## src/rtl/if_id_reg.sv

```systemverilog
// IF/ID pipeline register: realigns the one-cycle instruction-memory latency with the
// fetch PC, and adds a one-entry skid buffer for stalls and flush-to-NOP for taken jumps.
module if_id_reg #(
   parameter logic [31:0] NOP_INSTR = 32'h0000_0013,
   parameter logic [31:0] RESET_PC  = 32'h0000_0000,
   parameter int unsigned HOLD_W    = 3
) (
   input  logic              clk_i,
   input  logic              rst_i,
   input  logic [31:0]       fetch_pc_i,
   input  logic [31:0]       fetch_instr_i,
   input  logic              jump_flag_i,
   input  logic [HOLD_W-1:0] hold_flag_i,
   output logic [31:0]       id_pc_o,
   output logic [31:0]       id_instr_o,
   output logic              id_valid_o
);

   logic [31:0] pc_q;
   logic        vq;
   logic [31:0] skid_pc;
   logic [31:0] skid_instr;
   logic        skid_v;
   logic        stall;

   // Hold codes 2 (IF/ID) and 3 (ID) both freeze this stage
   assign stall = (hold_flag_i >= HOLD_W'(2));

   always_ff @(posedge clk_i or posedge rst_i) begin
      if (rst_i) begin
         pc_q       <= RESET_PC;
         vq         <= 1'b0;
         skid_pc    <= RESET_PC;
         skid_instr <= NOP_INSTR;
         skid_v     <= 1'b0;
         id_pc_o    <= RESET_PC;
         id_instr_o <= NOP_INSTR;
         id_valid_o <= 1'b0;
      end else begin
         // (pc_q, fetch_instr_i) forms the candidate; a jump marks this cycle's fetch wrong-path
         pc_q <= fetch_pc_i;
         vq   <= ~jump_flag_i;

         if (jump_flag_i) begin
            id_valid_o <= 1'b0;
            id_instr_o <= NOP_INSTR;
            skid_v     <= 1'b0;
         end else if (stall) begin
            // Only the first live candidate is parked; later ones are re-reads of the held PC
            if (vq && !skid_v) begin
               skid_pc    <= pc_q;
               skid_instr <= fetch_instr_i;
               skid_v     <= 1'b1;
            end
         end else if (skid_v) begin
            id_pc_o    <= skid_pc;
            id_instr_o <= skid_instr;
            id_valid_o <= 1'b1;
            skid_v     <= 1'b0;
         end else if (vq) begin
            id_pc_o    <= pc_q;
            id_instr_o <= fetch_instr_i;
            id_valid_o <= 1'b1;
         end else begin
            id_valid_o <= 1'b0;
            id_instr_o <= NOP_INSTR;
         end
      end
   end

endmodule
```

## config.mk

```make
export PLATFORM = sky130hd
export DESIGN_NAME = if_id_reg
export DESIGN_NICKNAME = d
export VERILOG_FILES = /design/src/rtl/if_id_reg.sv
export SDC_FILE = /design/constraint.sdc
export NUM_CORES = 1
export LEC_CHECK = 0
export CORE_MARGIN = 8
export CORE_UTILIZATION = 37
export DETAILED_ROUTE_END_ITERATION = 16
export GPL_ROUTABILITY_DRIVEN = 0
export HOLD_SLACK_MARGIN = 0.05
export SYNTH_ARGS = -nofsm -noshare
export SYNTH_HDL_FRONTEND = slang
export SYNTH_SLANG_ARGS = --single-unit
```

## constraint.sdc

```tcl
create_clock -name clk_i -period 8.38 [get_ports clk_i]
set_clock_uncertainty 0.05 [all_clocks]
set_input_delay 0.838 -clock clk_i [delete_from_list [all_inputs] [get_ports clk_i]]
set_output_delay 0.838 -clock clk_i [all_outputs]
set_load 0.01 [all_outputs]
```

==> results.md <==
* H-Tree Level Count at 4
* Fin. max-slew vios at 0
* Post-synth top area cell: dfrtp_1
* Hold WC Path Type: reg -> reg
* Dpl cells at ~760
* All-Layer GR Usage at a little over an eighth
* Vias at roughly 4000
* Setup crit start kind: primary input
* P_leak at 3.51 nW
* Nets@finish at 627
* DRT antenna net count at 0
* Power Density at 254 mW/mm^2
* CTS Hold Buffers Added at 0
* Netlist Area Pre-Place at ~0.0063 mm^2
* First-pass GRT wire length at around 23 mm
* Maximum fanout along the worst path at 64
* DR pass1 iterations at 4
* Worst-path clk slew at 0.06 ns
* Grt ovf at 0
* Asr flop ratio synth at 100%
* Worst Setup End Kind: register
* Yosys warning count at 0
* PnR worst setup slack at 5.14 ns
* Width of the chip at 147 um
* Final wirelength at 13.7 mm
* CTS Buf Count at 17
* Layout area overhead at 33.3%
* Commonest non-fill, non-tap cell in the layout: dfrtp_1
* DR vias/cell at between 4 and 5
* Final setup fails at 0
* Max Cap Violations at 0
* Post-CTS sizing at 0
* Fmax at 0.309 GHz
* Fin Setup TNS at 0 ns
* Avg WL per Cell at 17.4 um
* Tightest Pin Transition at 0.951 ns
* Post-CTS Setup Repair Bufs at 0
* Non-filler cells in the finished layout at 790
* Core Region at 0.0166 mm^2
* Initial antenna violation count at 1
* Peak VDD IR at 136 uV
* CTS tree: done
* Synth cell types at 27
* Initial Util at 37.9%
* Final hold vios at 0
* Fill cells at 1400
* #FFs+latches synth at 163
* Pin count of the biggest net entering global routing at 96
* IO Pins at 135
* EDFF count, synth at 0
* Tcrit/Tclk final at 38.6%
* Tmin final at 3.24 ns
* Met1 GRT Util at 17.6%
* Row count at 47
* Clock root cell: clkbuf_16
* Most frequent cells in the layout: dfrtp_1, clkdlybuf4s50_1, mux2_1
* Hold slack at around 0.43 ns
* Post-synth top flop: dfrtp_1
* Antenna cells at 0
* Die Span Y at 147 um
* Number of buffers added on ports at 133
* Residual DRC at 0
* Met2 layer usage reported by global route at 19.9%
* RSZ-0062 raised after global routing: no
* Syn_nets at 498
* Layer with the highest usage: met2
* Arrival time worst endpoint at 3.48 ns
* Type of the worst setup path: in -> reg
* Met3 usage in global routing at 5.25%
* Clk buf depth at 2
* Top post-synthesis cells by area: dfrtp_1, mux2_1, mux2_2
* Detailed placement HPWL at 8.77 mm
* Req. time, crit path at roughly 8.6 ns
* Pre-CTS setup slack at 4.62 ns
* Die area at approximately 0.021 mm^2
* Status: finished, final reports clean
* Share of cells above drive strength 1 at 13.0%
* Rel. slew slack at 36.6%
* Clock Latency Late Sink at 0.42 ns
* Post-Synthesis Cells at 428
* Initial drt markers at 95
* CTS Sinks at 163
* Vias in the first global route at ~4300
* Share of the synthesized area in the top cell type at 62.3%
* Mean post-synth cell area at between 10 and 15 um^2
* Sequential share of the synthesized area at 64.8%
==> where the power goes <==
| group | internal (mW) | total [mW] | switching, mW |
|---|---|---|---|
| Sequential | 0.917 | 0.981 | 0.0637 |
| Combinational | 0.204 | 0.340 | 0.136 |
| Clock | 0.513 | 0.813 | 0.300 |
| Total | 1.63 | 2.13 | 0.500 |
==> through the flow <==
step	total power [mW]	instance area, um^2	util [%]
floorplan	1.15	6310	-
global placement	1.33	7790	46.8
detailed placement	1.34	7790	46.8
CTS	2.17	8410	50.6
global route	2.25	8410	50.6
finish	2.13	8410	50.6
==> cells by family after synthesis <==
logic type,Yosys count,synth area share [%]
DFF,163,64.8
muxes,128,22.8
and+or+nand+nor,39,2.97
AOI/OAI and AO/OA,69,6.76
buffers and inverters,29,2.68
==> flip-flops by register name (all words and copies together), names as in the netlist <==
name / flops
id_instr_o: 32
id_pc_o: 32
pc_q: 32
skid_instr: 32
skid_pc: 32
id_valid_o: 1
skid_v: 1
vq: 1
==> routing by layer <==
| metal | up-vias | part of all wire [%] | routed length, um |
|---|---|---|---|
| met5 | - | 0.12 | 16 |
| met4 | 2 | 1.3 | 183 |
| met3 | 16 | 7.3 | 1010 |
| met2 | 117 | 44 | 6120 |
| met1 | 1989 | 47 | 6430 |
| li1 | 1778 | - | - |
==> cell type report <==
class / count / area [um^2] / share of cell area [%]
clock buffers: 22 / 464 / 5.52
clock inverters: 10 / 155 / 1.84
inverters: 3 / 16.3 / 0.193
multi-input cells: 236 / 2060 / 24.5
flip-flops and latches: 163 / 4090 / 48.6
well taps: 220 / 275 / 3.27
repair buffers: 136 / 1350 / 16.1
==> synth_stat cells (4+ instances only) <==
cell type,instances
mux2_2,29
o21ai_0,29
a22oi_1,27
buf_4,7
dfstp_2,6
mux2_1,99
dfrtp_1,157
clkbuf_1,10
nand2_1,29
buf_6,4
==> final timing paths <==
kind,end,cells after the start,startpoint,slack (ns)
max,skid_instr[29],4,jump_flag_i,5.14
min,skid_pc[16],1,skid_pc[16],0.43
max reg2reg,id_pc_o[14],3,skid_v,6.30
min reg2reg,skid_pc[16],1,skid_pc[16],0.43
max in group asynchronous,skid_v,3,rst_i,5.93
min in group asynchronous,id_pc_o[11],2,rst_i,0.93
==> worst max-delay path, stage by stage <==
cell             delay, ns
clkdlybuf4s50_1       0.51
o21ba_2               0.78
and2_4                0.92
mux2_1                0.39
Note: power is estimated with default switching activity, not from simulation.
